<file path="src/rtl/mips_opcodes_pkg.sv">
// Primary opcode constants (instruction bits [31:26]) shared by the control
// decoder and the program loader's legality check.
package mips_opcodes_pkg;

    typedef logic [5:0] opcode_t;

    localparam opcode_t OP_SPECIAL = 6'h00;
    localparam opcode_t OP_J       = 6'h02;
    localparam opcode_t OP_JAL     = 6'h03;
    localparam opcode_t OP_BEQ     = 6'h04;
    localparam opcode_t OP_BNE     = 6'h05;
    localparam opcode_t OP_ADDI    = 6'h08;
    localparam opcode_t OP_ANDI    = 6'h0c;
    localparam opcode_t OP_ORI     = 6'h0d;
    localparam opcode_t OP_LUI     = 6'h0f;
    localparam opcode_t OP_LW      = 6'h23;
    localparam opcode_t OP_SW      = 6'h2b;

endpackage

</file>
<file path="src/rtl/opcode_check.sv">
// Combinational whitelist of the primary opcodes the core implements.
module opcode_check
    import mips_opcodes_pkg::*;
(
    input  logic [5:0] op,
    output logic       legal
);

    // Match the opcode against the supported set
    always_comb begin
        legal = 1'b0;
        case (op)
            OP_SPECIAL, OP_J, OP_JAL, OP_BEQ, OP_BNE, OP_ADDI,
            OP_ANDI, OP_ORI, OP_LUI, OP_LW, OP_SW: legal = 1'b1;
            default:                               legal = 1'b0;
        endcase
    end

endmodule

</file>
<file path="src/rtl/instr_loader.sv">
// Loads a big-endian byte stream into instruction memory one 32-bit word at a
// time while holding the CPU, flagging the first word with an unsupported opcode.
module instr_loader
    import mips_opcodes_pkg::*;
#(
    parameter int ADDR_W    = 8,
    parameter int BASE_ADDR = 0
) (
    input  logic              clk,
    input  logic              reset,
    input  logic              start,
    input  logic [ADDR_W:0]   word_count,
    input  logic              byte_valid,
    input  logic [7:0]        byte_data,
    output logic              byte_ready,
    output logic              imem_we,
    output logic [ADDR_W-1:0] imem_addr,
    output logic [31:0]       imem_wdata,
    output logic              busy,
    output logic              cpu_hold,
    output logic              done,
    output logic              illegal_op,
    output logic [ADDR_W-1:0] bad_addr
);

    localparam logic [1:0] S_IDLE  = 2'd0;
    localparam logic [1:0] S_RECV  = 2'd1;
    localparam logic [1:0] S_WRITE = 2'd2;
    localparam logic [1:0] S_DONE  = 2'd3;

    localparam logic [ADDR_W-1:0] BASE_C = ADDR_W'(BASE_ADDR);

    logic [1:0]        state_r;
    logic [1:0]        state_s;
    logic [ADDR_W:0]   index_r;
    logic [ADDR_W:0]   index_next_s;
    logic [ADDR_W:0]   word_count_r;
    logic [1:0]        byte_idx_r;
    logic [23:0]       word_r;
    logic              byte_ready_r;
    logic              imem_we_r;
    logic [ADDR_W-1:0] imem_addr_r;
    logic [31:0]       imem_wdata_r;
    logic              busy_r;
    logic              cpu_hold_r;
    logic              done_r;
    logic              illegal_op_r;
    logic [ADDR_W-1:0] bad_addr_r;
    logic              op_legal_s;
    logic              last_word_s;
    logic              byte_xfer_s;

    assign index_next_s = index_r + {{ADDR_W{1'b0}}, 1'b1};
    assign last_word_s  = (index_next_s == word_count_r);
    assign byte_xfer_s  = byte_valid & byte_ready_r;

    opcode_check u_opcode_check (
        .op    (imem_wdata_r[31:26]),
        .legal (op_legal_s)
    );

    // Next-state decode
    always_comb begin
        state_s = state_r;
        case (state_r)
            S_IDLE: begin
                if (start) begin
                    state_s = (word_count == {(ADDR_W+1){1'b0}}) ? S_DONE : S_RECV;
                end else begin
                    state_s = S_IDLE;
                end
            end
            S_RECV: begin
                if (byte_xfer_s && (byte_idx_r == 2'd3)) begin
                    state_s = S_WRITE;
                end else begin
                    state_s = S_RECV;
                end
            end
            S_WRITE: begin
                if (last_word_s) begin
                    state_s = S_DONE;
                end else begin
                    state_s = S_RECV;
                end
            end
            S_DONE:  state_s = S_IDLE;
            default: state_s = S_IDLE;
        endcase
    end

    // State, registered status outputs, byte assembly and opcode bookkeeping
    always_ff @(posedge clk or posedge reset) begin
        if (reset) begin
            state_r      <= S_IDLE;
            index_r      <= {(ADDR_W+1){1'b0}};
            word_count_r <= {(ADDR_W+1){1'b0}};
            byte_idx_r   <= 2'd0;
            word_r       <= 24'd0;
            byte_ready_r <= 1'b0;
            imem_we_r    <= 1'b0;
            imem_addr_r  <= {ADDR_W{1'b0}};
            imem_wdata_r <= 32'd0;
            busy_r       <= 1'b0;
            cpu_hold_r   <= 1'b0;
            done_r       <= 1'b0;
            illegal_op_r <= 1'b0;
            bad_addr_r   <= {ADDR_W{1'b0}};
        end else begin
            state_r      <= state_s;
            byte_ready_r <= (state_s == S_RECV);
            imem_we_r    <= (state_s == S_WRITE);
            busy_r       <= (state_s != S_IDLE);
            cpu_hold_r   <= (state_s != S_IDLE);
            done_r       <= (state_s == S_DONE);
            case (state_r)
                S_IDLE: begin
                    if (start && (word_count != {(ADDR_W+1){1'b0}})) begin
                        word_count_r <= word_count;
                        index_r      <= {(ADDR_W+1){1'b0}};
                        byte_idx_r   <= 2'd0;
                        illegal_op_r <= 1'b0;
                        bad_addr_r   <= {ADDR_W{1'b0}};
                    end
                end
                S_RECV: begin
                    if (byte_xfer_s) begin
                        byte_idx_r <= byte_idx_r + 2'd1;
                        case (byte_idx_r)
                            2'd0: word_r[23:16] <= byte_data;
                            2'd1: word_r[15:8]  <= byte_data;
                            2'd2: word_r[7:0]   <= byte_data;
                            2'd3: begin
                                // The word is presented to memory only once complete
                                imem_wdata_r <= {word_r, byte_data};
                                imem_addr_r  <= BASE_C + index_r[ADDR_W-1:0];
                            end
                            default: word_r <= word_r;
                        endcase
                    end
                end
                S_WRITE: begin
                    if (!op_legal_s) begin
                        illegal_op_r <= 1'b1;
                        if (!illegal_op_r) begin
                            bad_addr_r <= imem_addr_r;
                        end
                    end
                    if (!last_word_s) begin
                        index_r <= index_next_s;
                    end
                end
                default: begin
                    index_r <= index_r;
                end
            endcase
        end
    end

    assign byte_ready = byte_ready_r;
    assign imem_we    = imem_we_r;
    assign imem_addr  = imem_addr_r;
    assign imem_wdata = imem_wdata_r;
    assign busy       = busy_r;
    assign cpu_hold   = cpu_hold_r;
    assign done       = done_r;
    assign illegal_op = illegal_op_r;
    assign bad_addr   = bad_addr_r;

endmodule

</file>
<file path="config.mk">
export PLATFORM = sky130hd
export DESIGN_NAME = instr_loader
export DESIGN_NICKNAME = d
export VERILOG_FILES = /design/src/rtl/mips_opcodes_pkg.sv /design/src/rtl/opcode_check.sv /design/src/rtl/instr_loader.sv
export SDC_FILE = /design/constraint.sdc
export NUM_CORES = 1
export LEC_CHECK = 0
export CORE_UTILIZATION = 50
export DETAILED_ROUTE_END_ITERATION = 7
export PLACE_DENSITY = 0.76
export SLEW_MARGIN = 20
export SYNTH_ARGS = -nofsm -noshare
export SYNTH_HDL_FRONTEND = slang
export SYNTH_SLANG_ARGS = --single-unit
export TNS_END_PERCENT = 30
</file>
<file path="constraint.sdc">
create_clock -name clk -period 8.5 [get_ports clk]
set_input_delay 1.7 -clock clk [delete_from_list [all_inputs] [get_ports clk]]
set_output_delay 1.7 -clock clk [all_outputs]
set_load 0.005 [all_outputs]
</file>
==> flow_metrics.env, run 1 <==
export IMPL_setup_viol=0
export IMPL_post_cts_buffers=0
export IMPL_cpMaxStageDelayCell="nand2_2"
export IMPL_fin_crit_sh_pct=44.24
export IMPL_fmax_mhz=266.0
export IMPL_crit_path_end="imem_addr[7]$_DFFE_PP0P_"
export IMPL_synth_edf_count=0
export IMPL_fin_skew_ns=0.01562
export IMPL_first_global_vias=2877
export IMPL_grt_first_pass_wirelength_um=14650
export IMPL_arrival_ns=4.02
export IMPL_cp_num_buf_inv=1
export IMPL_grt_ovfl_total=0
export IMPL_syn_area_per_cell_um2=12.57
export IMPL_postRouteAntennaNets=0
export IMPL_cts_resized=0
export IMPL_initial_utilization_pct=52.47
export IMPL_synth_seq_area_share_pct=56.33
export IMPL_critPathLaunchType="primary input"
export IMPL_ys_seq_elements=99
export IMPL_worst_r2r_cell_count=7
export IMPL_final_util_pct=64.55
export IMPL_htreeDepth=3
export IMPL_synth_most_common_cell="dfrtp_1"
export IMPL_fin_ws_ns=4.740
export IMPL_gp_congestion=0.8393
export IMPL_synth_async_reset_ratio_pct=100.0
export IMPL_insertion_delay_ns=0.37
export IMPL_tns_ns=0
export IMPL_dp_hpwl_um=6207
export IMPL_layout_nets=447
export IMPL_n_antenna_cell=0
export IMPL_io_buffers=74
export IMPL_synth_commonest_cells="dfrtp_1 (99), mux2_2 (64), nand2_1 (43), a22o_1 (11)"
export IMPL_criticalPathCategory="in -> reg"
export IMPL_cp_top_family="simple AND/OR/NAND/NOR gates"
export IMPL_synth_cell_types=49
export IMPL_fill_cells=635
export IMPL_post_place_ws_ns=4.342
export IMPL_ys_top_cells_by_area="dfrtp_1 (56%), mux2_2 (16%), nand2_1 (3.7%)"
export IMPL_syn_to_final_growth_pct=23.02
export IMPL_ioPinCount=75
export IMPL_hold_buffers=0
export IMPL_worstSetupStartpoint="byte_valid"
export IMPL_dieArea_um2=9175
export IMPL_power_total_mw=1.653
export IMPL_status="complete, no violations"
export IMPL_endpoint_kind="flop"
export IMPL_crit_path_cell_trace="clkdlybuf4s50_1 > nand2_1 > nor3_1 > nand2_2 > mux2_2"
export IMPL_drv_slew=0
export IMPL_core_um2=8382
export IMPL_maxSlewHeadroom_pct=33.12
export IMPL_rsz0062_at_grt="no"
export IMPL_grt_max_degree=71
export IMPL_cts_tree="done"
export IMPL_cp_depth=5
export IMPL_drt_total_wl_um=8929
export IMPL_syn_inst=350
export IMPL_cp_data_required_time_ns=8.76
export IMPL_drc=0
export IMPL_design_area_um2=5410
export IMPL_multi_input_area_um2=1817
export IMPL_synth_cell_area_um2=4398
export IMPL_irDropWorstVdd_mv=0.1856
export IMPL_rows=33
export IMPL_p_per_area_nw_per_um2=305.4
export IMPL_clock_sinks=99
export IMPL_hold_class="reg -> reg"
export IMPL_die_w_um=95.79
export IMPL_yosysTopAreaCell="dfrtp_1"
export IMPL_drt_initial_drc_count=153
export IMPL_dr_pass1_iters=4
export IMPL_timing_rr_start="index_r[0]$_DFFE_PP0P_"
export IMPL_avgRoutedWirePerCell_um=16.82
export IMPL_ff2ff_setup_slack_ns=5.70
export IMPL_place_area_um2=5206
export IMPL_ctsRootBufferMaster="clkbuf_8"
export IMPL_synthFlopType="dfrtp_1"
export IMPL_worst_pin_slew_ns=0.9996
export IMPL_period_needed_ns=3.760
export IMPL_vias=3024
export IMPL_cp_max_fo=43
export IMPL_hold_viol=0
export IMPL_p_leak_nw=2.393
export IMPL_grt_use_total_pct=21.46
export IMPL_max_stage_delay_ns=0.72
export IMPL_syn_nets=376
export IMPL_clk_path_buf_depth=2
export IMPL_netlist_area_leader_share_pct=56.33
export IMPL_clk_pin_slew_ns=0.10
export IMPL_cap_violations=0
export IMPL_viasPerCell=5.695
export IMPL_cts_inserted_buffers=9
export IMPL_die_y_um=95.79
export IMPL_antenna_found_initial=0
export IMPL_regArea_um2=2477
export IMPL_drive_above_1_share_pct=22.07
export IMPL_timing_rr_end="index_r[8]$_DFFE_PP0P_"
export IMPL_synth_warnings=0
-- state kept, by name (all words and copies together), names as in the netlist --
signal and count:
index_r 9, byte_idx_r 2, byte_ready 1, cpu_hold 1, bad_addr 8, imem_wdata 32
done 1, state_r 2, imem_we 1, illegal_op 1, word_count_r 9, word_r 24
imem_addr 8
-- routing by layer --
metal	vias to the layer above	wire length [um]	global-route usage, %	part of all wire, %
met5	-	0	0	0
met4	0	119	6.468	1.3
met3	12	605	6.082	6.8
met2	87	4382	34.94	49
met1	1523	3821	27.98	43
li1	1402	-	-	-
-- worst min-delay path by stage --
stage | from | end | slack, ns | cells after the start
4_1_cts | bad_addr[1]$_DFFE_PP0P_ | bad_addr[1]$_DFFE_PP0P_ | 0.51 | 1
3_3_place_gp | word_r[10]$_DFFE_PP0P_ | imem_wdata[18]$_DFFE_PP0P_ | 0.48 | 1
3_5_place_dp | bad_addr[1]$_DFFE_PP0P_ | bad_addr[1]$_DFFE_PP0P_ | 0.49 | 1
6_report | word_count_r[0]$_DFFE_PP0P_ | word_count_r[0]$_DFFE_PP0P_ | 0.51 | 2
2_1_floorplan | word_count_r[0]$_DFFE_PP0P_ | word_count_r[0]$_DFFE_PP0P_ | 0.47 | 2
5_1_grt | bad_addr[1]$_DFFE_PP0P_ | bad_addr[1]$_DFFE_PP0P_ | 0.52 | 1
-- final cells by class --
type	instances	area share, %
clock inverters	7	1.480
multi-input cells	228	33.58
well taps	105	2.428
clock buffers	9	2.290
flip-flops and latches	99	45.79
repair buffers	75	13.83
inverters	8	0.6013
-- report_power, final --
group	internal [mW]	switching [mW]
Clock	0.117	0.182
Combinational	0.359	0.228
Sequential	0.645	0.122
-- placed cells by master, fill, tap and decap left out, types with 3 or more instances in the layout --
cell type	count
clkbuf_8	9
and3_1	5
a22o_1	11
nand2b_1	4
nor3_1	10
nand2_1	42
a211o_1	3
a21oi_1	6
xnor2_1	10
nand3_1	7
clkdlybuf4s50_1	74
dfrtp_1	99
nand4_1	4
o211ai_1	3
nor2_1	6
mux2_2	64
o21ai_0	10
ha_1	5
inv_1	7
-- cell families after synthesis --
family	count (synthesis)	synth area share, %
buffers and inverters	23	2.418
xor gates and xnor gates	12	2.390
DFF	99	56.33
adders and majority gates	5	1.422
muxes	64	16.39
and+or+nand+nor	93	10.61
AOI/OAI and AO/OA	54	10.44
-- metrics by stage --
stage	hold slack, ns	cells
after global routing	0.5219	531
after CTS	0.5121	531
after global placement	0.4819	515
final	0.5119	531
after floorplan	0.4652	350
after detailed placement	0.4873	515
-- worst register-to-register path, stage by stage (launching register included) --
cell and delay (ns):
dfrtp_1 0.52, ha_1 0.50, nand3_4 0.16, or3_4 0.43, a2111oi_4 0.40, o211a_4 0.25
nand2_4 0.09, a221o_1 0.33
Power figures use the tool's default switching activity.
==> inputs of run 2 (changes only) <==
clock period = 3.7 ns   (was 8.5 ns; I/O delays follow)
==> flow_metrics.env, run 2 (synthesis results as in run 1) <==
export IMPL_fin_crit_sh_pct=77.66
export IMPL_drc=0
export IMPL_max_stage_delay_ns=0.54
export IMPL_timing_rr_start="index_r[0]$_DFFE_PP0P_"
export IMPL_die_y_um=95.79
export IMPL_grt_use_total_pct=22.10
export IMPL_io_buffers=74
export IMPL_period_needed_ns=2.873
export IMPL_avgRoutedWirePerCell_um=17.08
export IMPL_vias=3047
export IMPL_grt_first_pass_wirelength_um=15180
export IMPL_hold_viol=0
export IMPL_cap_violations=0
export IMPL_initial_utilization_pct=52.47
export IMPL_die_w_um=95.79
export IMPL_drt_initial_drc_count=131
export IMPL_worst_pin_slew_ns=0.6687
export IMPL_status="complete, no violations"
export IMPL_fill_cells=647
export IMPL_cts_inserted_buffers=9
export IMPL_setup_viol=0
export IMPL_antenna_found_initial=0
export IMPL_tns_ns=0
export IMPL_p_per_area_nw_per_um2=711.6
export IMPL_htreeDepth=3
export IMPL_hold_buffers=0
export IMPL_cts_tree="done"
export IMPL_fmax_mhz=348.0
export IMPL_layout_nets=451
export IMPL_critPathLaunchType="flop"
export IMPL_dp_hpwl_um=6382
export IMPL_ioPinCount=75
export IMPL_clock_sinks=99
export IMPL_clk_path_buf_depth=2
export IMPL_hold_class="reg -> reg"
export IMPL_ctsRootBufferMaster="clkbuf_8"
export IMPL_cp_max_fo=10
export IMPL_grt_ovfl_total=0
export IMPL_postRouteAntennaNets=0
export IMPL_clk_pin_slew_ns=0.09
export IMPL_final_cell_mix="dfrtp_1 (99), clkdlybuf4s50_1 (74), mux2_2 (64)"
export IMPL_endpoint_kind="flop"
export IMPL_layout_commonest_cell="dfrtp_1"
export IMPL_drive_above_1_share_pct=22.56
export IMPL_drv_slew=0
export IMPL_p_leak_nw=2.432
export IMPL_syn_to_final_growth_pct=24.38
export IMPL_viasPerCell=5.695
export IMPL_gp_congestion=0.8405
export IMPL_fin_skew_ns=0.008648
export IMPL_worstHoldStart="word_count_r[6]$_DFFE_PP0P_"
export IMPL_criticalPathCategory="reg -> reg"
export IMPL_largest_reg_flops=32
export IMPL_cpMaxStageDelayCell="dfrtp_1"
export IMPL_insertion_delay_ns=0.36
export IMPL_crit_path_cell_trace="ha_1 > nand3_4 > or3_4 > a2111oi_4 > o211a_4 > nand2_4 > a221o_1"
export IMPL_cp_data_required_time_ns=3.95
export IMPL_dieArea_um2=9175
export IMPL_irDropWorstVdd_mv=0.4812
export IMPL_instances_no_fill=535
export IMPL_rows=33
export IMPL_power_total_mw=3.893
export IMPL_n_antenna_cell=0
export IMPL_dr_pass1_iters=4
export IMPL_dp_cells=519
export IMPL_core_um2=8382
export IMPL_rsz0062_at_grt="no"
export IMPL_grt_max_degree=50
export IMPL_maxSlewHeadroom_pct=55.08
export IMPL_final_util_pct=65.26
export IMPL_worstSetupStartpoint="index_r[0]$_DFFE_PP0P_"
export IMPL_post_cts_buffers=0
export IMPL_drt_total_wl_um=9138
export IMPL_cts_resized=0
export IMPL_first_global_vias=3057
export IMPL_arrival_ns=3.12
run 2: final timing paths:
kind,endpoint,slack [ns],cells past startpoint
worst max-delay path,index_r[3]$_DFFE_PP0P_,0.83,7
worst min-delay path,word_count_r[6]$_DFFE_PP0P_,0.51,2
worst max register to register,index_r[3]$_DFFE_PP0P_,0.83,7
worst min register to register,word_count_r[6]$_DFFE_PP0P_,0.51,2
max in group asynchronous,done$_DFF_PP0_,2.20,3
min in group asynchronous,imem_wdata[11]$_DFFE_PP0P_,0.81,2
run 2: area by class of cell:
type	count	area (um2)	area share [%]
Tap cell	105	131.4	2.402
Multi-Input combinational cell	228	1817	33.21
Clock buffer	10	127.6	2.333
Inverter	8	32.53	0.5947
Clock inverter	6	93.84	1.715
Timing Repair Buffer	79	790.8	14.46
Sequential cell	99	2477	45.29
run 2: per-layer routing:
| metal | track usage, % | up-vias | part of all wire (%) | routed length, um |
|---|---|---|---|---|
| met5 | 0 | - | 0 | 0 |
| met4 | 7.090 | 0 | 1.5 | 136 |
| li1 | - | 1402 | - | - |
| met1 | 28.24 | 1542 | 44 | 3992 |
| met2 | 36.07 | 87 | 49 | 4468 |
| met3 | 6.714 | 16 | 5.9 | 541 |
run 2: metrics by stage:
stage	area [um2]	worst slack (ns)	hold slack, ns
2_1_floorplan	4398	0.3696	0.4652
3_3_place_gp	5249	0.8377	0.4817
3_5_place_dp	5249	0.7255	0.4818
4_1_cts	5470	0.8289	0.5107
5_1_grt	5470	0.6679	0.5228
6_report	5470	0.8267	0.5058
run 2: worst max-delay path: cells and delay by family, from the launching register on:
family | cells | cell delay, ns
AO/OA/AOI/OAI | 3 | 1.03
adder cells (fa/ha/maj) | 1 | 0.50
flip-flops | 1 | 0.54
AND/OR/NAND/NOR | 3 | 0.69
run 2: where the power goes:
part	switching (mW)	internal [mW]	leakage, nW	total [mW]
registers	0.276	1.48	1.25	1.76
logic	0.533	0.832	1.07	1.36
clock network	0.379	0.390	0.113	0.768
